`src/rtl/fetch_pkg.sv`:
```
// Shared types for the instruction fetch unit: FSM states, buffer entry layout
// and the default buffer depth.
package fetch_pkg;

    localparam int DEPTH_DEFAULT = 2;

    typedef enum logic [1:0] {
        IDLE = 2'd0,
        REQ  = 2'd1,
        WAIT = 2'd2
    } fetch_state_e;

    typedef struct packed {
        logic [31:0] pc;
        logic [31:0] instr;
        logic        err;
    } fetch_entry_t;

endpackage

```
`src/rtl/instruction_fetch_if.sv`:
```
// Bundles the PC, instruction-memory and decode-side handshakes of the fetch unit.
// slave is the fetch unit's view; master is the surrounding pipeline/memory.
interface instruction_fetch_if;

    logic [31:0] pc_in;
    logic        pc_valid;
    logic        pc_ready;
    logic        flush;
    logic        imem_req;
    logic [31:0] imem_addr;
    logic        imem_gnt;
    logic        imem_rvalid;
    logic [31:0] imem_rdata;
    logic        instr_valid;
    logic        instr_ready;
    logic [31:0] instr_out;
    logic [31:0] instr_pc;
    logic        instr_err;

    modport slave (
        input  pc_in, pc_valid, flush, imem_gnt, imem_rvalid, imem_rdata, instr_ready,
        output pc_ready, imem_req, imem_addr, instr_valid, instr_out, instr_pc, instr_err
    );

    modport master (
        output pc_in, pc_valid, flush, imem_gnt, imem_rvalid, imem_rdata, instr_ready,
        input  pc_ready, imem_req, imem_addr, instr_valid, instr_out, instr_pc, instr_err
    );

endinterface

```
`src/rtl/fetch_fifo.sv`:
```
// Fetch buffer: circular FIFO with synchronous clear and a registered head so the
// decode-side outputs come straight from flops.
module fetch_fifo
    import fetch_pkg::*;
#(
    parameter int DEPTH = DEPTH_DEFAULT
) (
    input  logic                         clk,
    input  logic                         rst_n,
    input  logic                         push_i,
    input  logic                         pop_i,
    input  logic                         clear_i,
    input  fetch_entry_t                 data_i,
    output logic                         valid_o,
    output fetch_entry_t                 head_o,
    output logic [$clog2(DEPTH+1)-1:0]   count_o
);

    localparam int PW = $clog2(DEPTH);
    localparam int CW = $clog2(DEPTH + 1);

    fetch_entry_t   mem_q [DEPTH];
    fetch_entry_t   head_q, head_d;
    logic [PW-1:0]  rdPtr_q, rdPtr_d, wrPtr_q, wrPtr_d, rdNext;
    logic [CW-1:0]  count_q, count_d;
    logic           doPush, doPop;

    function automatic logic [PW-1:0] wrap(input logic [PW-1:0] p);
        wrap = (p == PW'(DEPTH - 1)) ? '0 : p + 1'b1;
    endfunction

    assign doPop   = pop_i && (count_q != '0);
    assign doPush  = push_i && ((count_q != CW'(DEPTH)) || doPop);
    assign rdNext  = wrap(rdPtr_q);

    // The head register tracks whichever entry will sit at the read pointer after this edge.
    always_comb begin
        rdPtr_d = rdPtr_q;
        wrPtr_d = wrPtr_q;
        count_d = count_q;
        head_d  = head_q;
        if (clear_i) begin
            rdPtr_d = '0;
            wrPtr_d = '0;
            count_d = '0;
        end else begin
            if (doPush) wrPtr_d = wrap(wrPtr_q);
            if (doPop)  rdPtr_d = rdNext;
            if (doPush && !doPop)      count_d = count_q + 1'b1;
            else if (doPop && !doPush) count_d = count_q - 1'b1;
            if (doPop && (count_q > CW'(1)))           head_d = mem_q[rdNext];
            else if (doPush && ((count_q == '0) || doPop)) head_d = data_i;
        end
    end

    always_ff @(posedge clk or negedge rst_n) begin
        if (!rst_n) begin
            rdPtr_q <= '0;
            wrPtr_q <= '0;
            count_q <= '0;
            head_q  <= '0;
        end else begin
            rdPtr_q <= rdPtr_d;
            wrPtr_q <= wrPtr_d;
            count_q <= count_d;
            head_q  <= head_d;
        end
    end

    always_ff @(posedge clk) begin
        if (doPush && !clear_i) mem_q[wrPtr_q] <= data_i;
    end

    assign valid_o = (count_q != '0);
    assign head_o  = head_q;
    assign count_o = count_q;

endmodule

```
`src/rtl/instruction_fetch.sv`:
```
// Instruction fetch unit: one outstanding memory access at a time, responses queued
// in a small FIFO toward decode, with flush killing anything already in flight.
module instruction_fetch
    import fetch_pkg::*;
#(
    parameter int DEPTH = DEPTH_DEFAULT
) (
    input  logic               clk,
    input  logic               rst_n,
    instruction_fetch_if.slave bus
);

    localparam int CW = $clog2(DEPTH + 1);

    fetch_state_e  state_q;
    logic [31:0]   addr_q;
    logic          kill_q;
    logic          imemReq_q;

    logic [CW-1:0] fifoCount;
    logic          fifoValid;
    fetch_entry_t  fifoHead;
    fetch_entry_t  pushEntry;
    logic          accept, aligned, misalignedPush, respPush, push, pop;

    assign aligned        = (bus.pc_in[1:0] == 2'b00);
    assign bus.pc_ready   = (state_q == IDLE) && (fifoCount != CW'(DEPTH)) && !bus.flush;
    assign accept         = bus.pc_valid && bus.pc_ready;
    assign misalignedPush = accept && !aligned;
    assign respPush       = (state_q == WAIT) && bus.imem_rvalid && !kill_q && !bus.flush;
    assign push           = misalignedPush || respPush;
    assign pop            = fifoValid && bus.instr_ready;

    always_comb begin
        pushEntry = '{pc: addr_q, instr: bus.imem_rdata, err: 1'b0};
        if (misalignedPush) pushEntry = '{pc: bus.pc_in, instr: 32'h0, err: 1'b1};
    end

    // A flush never withdraws a pending request; it only marks the response to be dropped.
    always_ff @(posedge clk or negedge rst_n) begin
        if (!rst_n) begin
            state_q   <= IDLE;
            addr_q    <= '0;
            kill_q    <= 1'b0;
            imemReq_q <= 1'b0;
        end else begin
            case (state_q)
                IDLE: begin
                    if (accept && aligned) begin
                        addr_q    <= bus.pc_in;
                        imemReq_q <= 1'b1;
                        kill_q    <= 1'b0;
                        state_q   <= REQ;
                    end
                end
                REQ: begin
                    if (bus.flush) kill_q <= 1'b1;
                    if (bus.imem_gnt) begin
                        imemReq_q <= 1'b0;
                        state_q   <= WAIT;
                    end
                end
                WAIT: begin
                    if (bus.flush) kill_q <= 1'b1;
                    if (bus.imem_rvalid) begin
                        kill_q  <= 1'b0;
                        state_q <= IDLE;
                    end
                end
                default: state_q <= IDLE;
            endcase
        end
    end

    fetch_fifo #(.DEPTH(DEPTH)) u_fifo (
        .clk     (clk),
        .rst_n   (rst_n),
        .push_i  (push),
        .pop_i   (pop),
        .clear_i (bus.flush),
        .data_i  (pushEntry),
        .valid_o (fifoValid),
        .head_o  (fifoHead),
        .count_o (fifoCount)
    );

    assign bus.imem_req    = imemReq_q;
    assign bus.imem_addr   = addr_q;
    assign bus.instr_valid = fifoValid;
    assign bus.instr_out   = fifoHead.instr;
    assign bus.instr_pc    = fifoHead.pc;
    assign bus.instr_err   = fifoHead.err;

endmodule

```
`src/flat_wrapper.sv`:
```
// flat-port wrapper written by rule: the top's interface ports become plain ports
module instruction_fetch_flat import fetch_pkg::*;
#(
    parameter int DEPTH = DEPTH_DEFAULT
)
  (clk, rst_n, bus_pc_in, bus_pc_valid, bus_flush, bus_imem_gnt, bus_imem_rvalid, bus_imem_rdata, bus_instr_ready, bus_pc_ready, bus_imem_req, bus_imem_addr, bus_instr_valid, bus_instr_out, bus_instr_pc, bus_instr_err);
  instruction_fetch_if bus_i ();
  input  logic clk;
  input  logic rst_n;
  input wire logic [$bits(bus_i.pc_in)-1:0] bus_pc_in;
  input wire logic [$bits(bus_i.pc_valid)-1:0] bus_pc_valid;
  input wire logic [$bits(bus_i.flush)-1:0] bus_flush;
  input wire logic [$bits(bus_i.imem_gnt)-1:0] bus_imem_gnt;
  input wire logic [$bits(bus_i.imem_rvalid)-1:0] bus_imem_rvalid;
  input wire logic [$bits(bus_i.imem_rdata)-1:0] bus_imem_rdata;
  input wire logic [$bits(bus_i.instr_ready)-1:0] bus_instr_ready;
  output wire logic [$bits(bus_i.pc_ready)-1:0] bus_pc_ready;
  output wire logic [$bits(bus_i.imem_req)-1:0] bus_imem_req;
  output wire logic [$bits(bus_i.imem_addr)-1:0] bus_imem_addr;
  output wire logic [$bits(bus_i.instr_valid)-1:0] bus_instr_valid;
  output wire logic [$bits(bus_i.instr_out)-1:0] bus_instr_out;
  output wire logic [$bits(bus_i.instr_pc)-1:0] bus_instr_pc;
  output wire logic [$bits(bus_i.instr_err)-1:0] bus_instr_err;
  assign bus_i.pc_in = bus_pc_in;
  assign bus_i.pc_valid = bus_pc_valid;
  assign bus_i.flush = bus_flush;
  assign bus_i.imem_gnt = bus_imem_gnt;
  assign bus_i.imem_rvalid = bus_imem_rvalid;
  assign bus_i.imem_rdata = bus_imem_rdata;
  assign bus_i.instr_ready = bus_instr_ready;
  assign bus_pc_ready = bus_i.pc_ready;
  assign bus_imem_req = bus_i.imem_req;
  assign bus_imem_addr = bus_i.imem_addr;
  assign bus_instr_valid = bus_i.instr_valid;
  assign bus_instr_out = bus_i.instr_out;
  assign bus_instr_pc = bus_i.instr_pc;
  assign bus_instr_err = bus_i.instr_err;
  instruction_fetch #(.DEPTH(DEPTH)) u_core (.clk(clk), .rst_n(rst_n), .bus(bus_i));
endmodule
```
`config.mk`:
```
export PLATFORM = sky130hd
export DESIGN_NAME = instruction_fetch_flat
export DESIGN_NICKNAME = d
export VERILOG_FILES = /design/src/rtl/fetch_pkg.sv /design/src/rtl/instruction_fetch_if.sv /design/src/rtl/fetch_fifo.sv /design/src/rtl/instruction_fetch.sv /design/src/flat_wrapper.sv
export SDC_FILE = /design/constraint.sdc
export NUM_CORES = 1
export LEC_CHECK = 0
export BUFFER_PORTS_ARGS = -buffer_cell sky130_fd_sc_hd__buf_2
export CORE_MARGIN = 10
export CORE_UTILIZATION = 61
export CTS_CLUSTER_SIZE = 20
export DETAILED_ROUTE_END_ITERATION = 7
export PLACE_DENSITY_LB_ADDON = 0.1
export SYNTH_ARGS = -nofsm -noshare
export SYNTH_HDL_FRONTEND = slang
export SYNTH_SLANG_ARGS = --single-unit
```
`constraint.sdc`:
```
create_clock -name clk -period 10.04 [get_ports clk]
set_input_delay 0.502 -clock clk [delete_from_list [all_inputs] [get_ports clk]]
set_output_delay 0.502 -clock clk [all_outputs]
set_load 0.1 [all_outputs]
```
==> results.sh <==
export IMPL_fin_nets=1036
export IMPL_cp_max_fo=71
export IMPL_grt_overflow=0
export IMPL_grt_pass1_wl_um=38700
export IMPL_slew_headroom_pct=20.4
export IMPL_grt_antenna_before_repair=4
export IMPL_initial_core_util_pct=62.6
export IMPL_synth_ff_type="edfxtp_1"
export IMPL_gp_congestion=0.871
export IMPL_synth_edff_count=130
export IMPL_syn_instance_count=808
export IMPL_drc=0
export IMPL_hpwl_um=15700
export IMPL_ff2ff_path_depth=7
export IMPL_synthArstFlopShare_pct=44.7
export IMPL_viasPerCell=5.90
export IMPL_netlist_area_sq_um=10500
export IMPL_cts_buffers_inserted=24
export IMPL_min_period_over_period_pct=34.0
export IMPL_synthesis_nets=886
export IMPL_root_buffer="clkbuf_16"
export IMPL_synth_seq_cells=235
export IMPL_synth_seq_area_share_pct=62.5
export IMPL_htreeDepth=1
export IMPL_wl_per_cell_um=20.1
export IMPL_status="complete, no violations"
export IMPL_worstSetupPathType="reg2reg"
export IMPL_multiInputGateArea_sq_um=3530
export IMPL_fmax_ghz=0.293
export IMPL_vias=7067
export IMPL_hp_start="bus_pc_in[21]"
export IMPL_track_usage_pct=20.9
export IMPL_cp_required_ps=10430
export IMPL_core_sq_um=16700
export IMPL_timing_setup_tns_ps=0
export IMPL_maxSlewViolCount=0
export IMPL_worstReg2RegEnd="u_core.u_fifo.head_o[34]$_DFFE_PN0P_"
export IMPL_min_period_ps=3410
export IMPL_die_area_sq_um=22800
export IMPL_io_buffers=170
export IMPL_wirelength_um=24100
export IMPL_hold_path_end="u_core.bus.imem_addr[21]$_DFFE_PN0P_"
export IMPL_hold_path_class="in2reg"
export IMPL_fillers=1168
export IMPL_die_x_um=151
export IMPL_clk_latency_ps=510
export IMPL_clock_skew_ps=10.5
export IMPL_drv_cap=0
export IMPL_area_delta_synth_final_pct=16.4
export IMPL_critPathCaptureType="register"
export IMPL_cts_sinks=235
export IMPL_post_cts_resize_count=0
export IMPL_final_cells=1198
export IMPL_boundaryPins=171
export IMPL_start_kind="register"
export IMPL_reg2reg_slack_ps=6630
export IMPL_worstMarginPinSlew_ps=1190
export IMPL_clk_pin_slew_ps=60
export IMPL_cts_buffer_depth=3
export IMPL_fin_util_pct=72.9
export IMPL_cp_data_arrival_time_ps=3800
export IMPL_cts_tree="done"
export IMPL_avgSynthCellArea_sq_um=12.9
export IMPL_drt_iter0_drc=597
export IMPL_grt_pass1_vias=7566
export IMPL_rows=47
export IMPL_regToRegStartpoint="u_core.u_fifo.count_o[1]$_DFFE_PN0P_"
export IMPL_die_h_um=151
export IMPL_synth_distinct_cells=38
export IMPL_drive_above_1_share_pct=27.7
export IMPL_hold_depth=2
export IMPL_hold_viol_final=0
export IMPL_yosysWarnings=0
export IMPL_grt_max_degree=85
export IMPL_cts_setup_buffers=0
export IMPL_drt_pre_antenna_iters=5
export IMPL_seq_area_sq_um=6540
export IMPL_antenna_left=0
export IMPL_grt_setup_unrepaired="no"
export IMPL_finalSetupViolCount=0
export IMPL_dp_cells=1151
## sequential cells by signal, indices dropped and copies added, names as in the netlist
signal / flops
u_core.u_fifo.mem_q: 130
u_core.u_fifo.head_o: 65
u_core.bus.imem_addr: 32
u_core.state_q: 2
u_core.u_fifo.count_o: 2
u_core.bus.imem_req: 1
u_core.kill_q: 1
u_core.u_fifo.rdPtr_q: 1
u_core.u_fifo.wrPtr_q: 1
## through the flow
step                cell area, sq um  worst slack [ps]  hold slack, ps
floorplan                      10500              5260             206
global placement               11400              6810             397
detailed placement             11400              6650             407
CTS                            12200              6640             246
global route                   12200              6410             254
finish                         12200              6630             263
## critical path: stages, from the launching register on
cell and delay [ps]:
dfrtp_1 450, inv_1 110, ha_1 290, nand4bb_4 890, o31a_1 390, o32ai_4 140, buf_4 550, mux2_2 400
## worst max-delay path by stage
stage / start / end / slack (ps) / depth (start not counted)
floorplan: u_core.u_fifo.count_o[0]$_DFFE_PN0P_ / u_core.u_fifo.mem_q[1][0]$_DFFE_PP_ / 5260 / 6
finish: u_core.u_fifo.count_o[1]$_DFFE_PN0P_ / u_core.u_fifo.head_o[34]$_DFFE_PN0P_ / 6630 / 7
CTS: u_core.u_fifo.count_o[1]$_DFFE_PN0P_ / u_core.u_fifo.head_o[34]$_DFFE_PN0P_ / 6640 / 7
global route: u_core.u_fifo.count_o[0]$_DFFE_PN0P_ / u_core.u_fifo.mem_q[0][10]$_DFFE_PP_ / 6410 / 7
detailed placement: u_core.u_fifo.count_o[1]$_DFFE_PN0P_ / u_core.u_fifo.head_o[52]$_DFFE_PN0P_ / 6650 / 7
global placement: u_core.u_fifo.count_o[1]$_DFFE_PN0P_ / u_core.u_fifo.head_o[33]$_DFFE_PN0P_ / 6810 / 7
## cells in the mapped netlist, types with 3 or more instances
| cell type | instances | area, sq um |
|---|---|---|
| o21ai_0 | 35 | 175 |
| buf_6 | 6 | 67.6 |
| nor2_1 | 41 | 154 |
| mux2i_1 | 96 | 961 |
| inv_1 | 43 | 161 |
| a31oi_1 | 65 | 407 |
| dfrtp_1 | 105 | 2630 |
| ha_1 | 7 | 87.6 |
| mux2_2 | 49 | 552 |
| mux2_1 | 16 | 180 |
| a211oi_1 | 3 | 22.5 |
| buf_2 | 11 | 55.1 |
| clkbuf_1 | 39 | 146 |
| edfxtp_1 | 130 | 3900 |
| nand2_1 | 67 | 251 |
| a22oi_1 | 30 | 225 |
| and2_1 | 35 | 219 |
| nor2b_1 | 5 | 31.3 |
## logic make-up (layout without fill, tap and decap cells)
| family | Yosys count | in the layout | synth area share (%) |
|---|---|---|---|
| adder cells (fa/ha/maj) | 7 | 7 | 0.837 |
| buffers and inverters | 101 | 269 | 4.26 |
| flip-flops | 235 | 235 | 62.5 |
| other | 0 | 2 | 0 |
| multiplexers | 161 | 161 | 16.2 |
| XOR/XNOR | 1 | 1 | 0.0838 |
| AND/OR/NAND/NOR | 158 | 158 | 7.15 |
| AO/OA/AOI/OAI | 145 | 145 | 9.02 |
## timing repair
item / 4_1_cts / 5_1_grt
hold endpoints to repair: 21 / 0
hold buffers: 1 / 0
endpoints found under the setup margin: 0 / 0
## layer usage
metal | GRT usage, % | vias up | share of wire (%)
met3 | 5.10 | 50 | 8.4
met4 | 6.11 | 4 | 2.0
met1 | 25.6 | 3458 | 40
met5 | 0 | - | 0.091
met2 | 36.2 | 305 | 50
li1 | - | 3250 | -
## cell usage in the layout (no fill, tap or decap), drive strengths merged
| cell | synthesis | routed |
|---|---|---|
| clkbuf | 39 | 35 |
| diode | 0 | 2 |
| nand2b | 1 | 1 |
| a221o | 1 | 1 |
| a22oi | 30 | 30 |
| nand4bb | 2 | 2 |
| and4bb | 1 | 1 |
| nand2 | 68 | 68 |
| a21oi | 2 | 2 |
| nor2 | 41 | 41 |
| mux2 | 65 | 65 |
| o21ai | 35 | 35 |
| xnor2 | 1 | 1 |
| dfrtp | 105 | 105 |
| buf | 19 | 181 |
| a221oi | 1 | 1 |
| o32ai | 1 | 1 |
| edfxtp | 130 | 130 |
| or3b | 1 | 1 |
| o211ai | 1 | 1 |
| a2bb2oi | 2 | 2 |
| and2 | 35 | 35 |
| o31a | 1 | 1 |
| inv | 43 | 43 |
| mux2i | 96 | 96 |
| nor2b | 5 | 5 |
| nor3b | 1 | 1 |
| nand3b | 1 | 1 |
| clkinv | 0 | 9 |
| o2bb2ai | 2 | 2 |
| nor4bb | 1 | 1 |
| o22ai | 1 | 1 |
| ha | 7 | 7 |
| or2 | 1 | 1 |
| a31oi | 65 | 65 |
| a211oi | 3 | 3 |
| dlygate4sd3 | 0 | 1 |
## area by class of cell
| cell class | instances | share of cell area, % |
|---|---|---|
| Clock buffer | 35 | 5.61 |
| Multi-Input combinational cell | 472 | 29.0 |
| Antenna cell | 2 | 0.0411 |
| Clock inverter | 9 | 0.308 |
| Sequential cell | 235 | 53.7 |
| Timing Repair Buffer | 182 | 7.77 |
| Tap cell | 220 | 2.26 |
| Inverter | 43 | 1.33 |
Power is not shown: default switching activity piles up to over one toggle a cycle in this logic, so the estimate is an artifact.
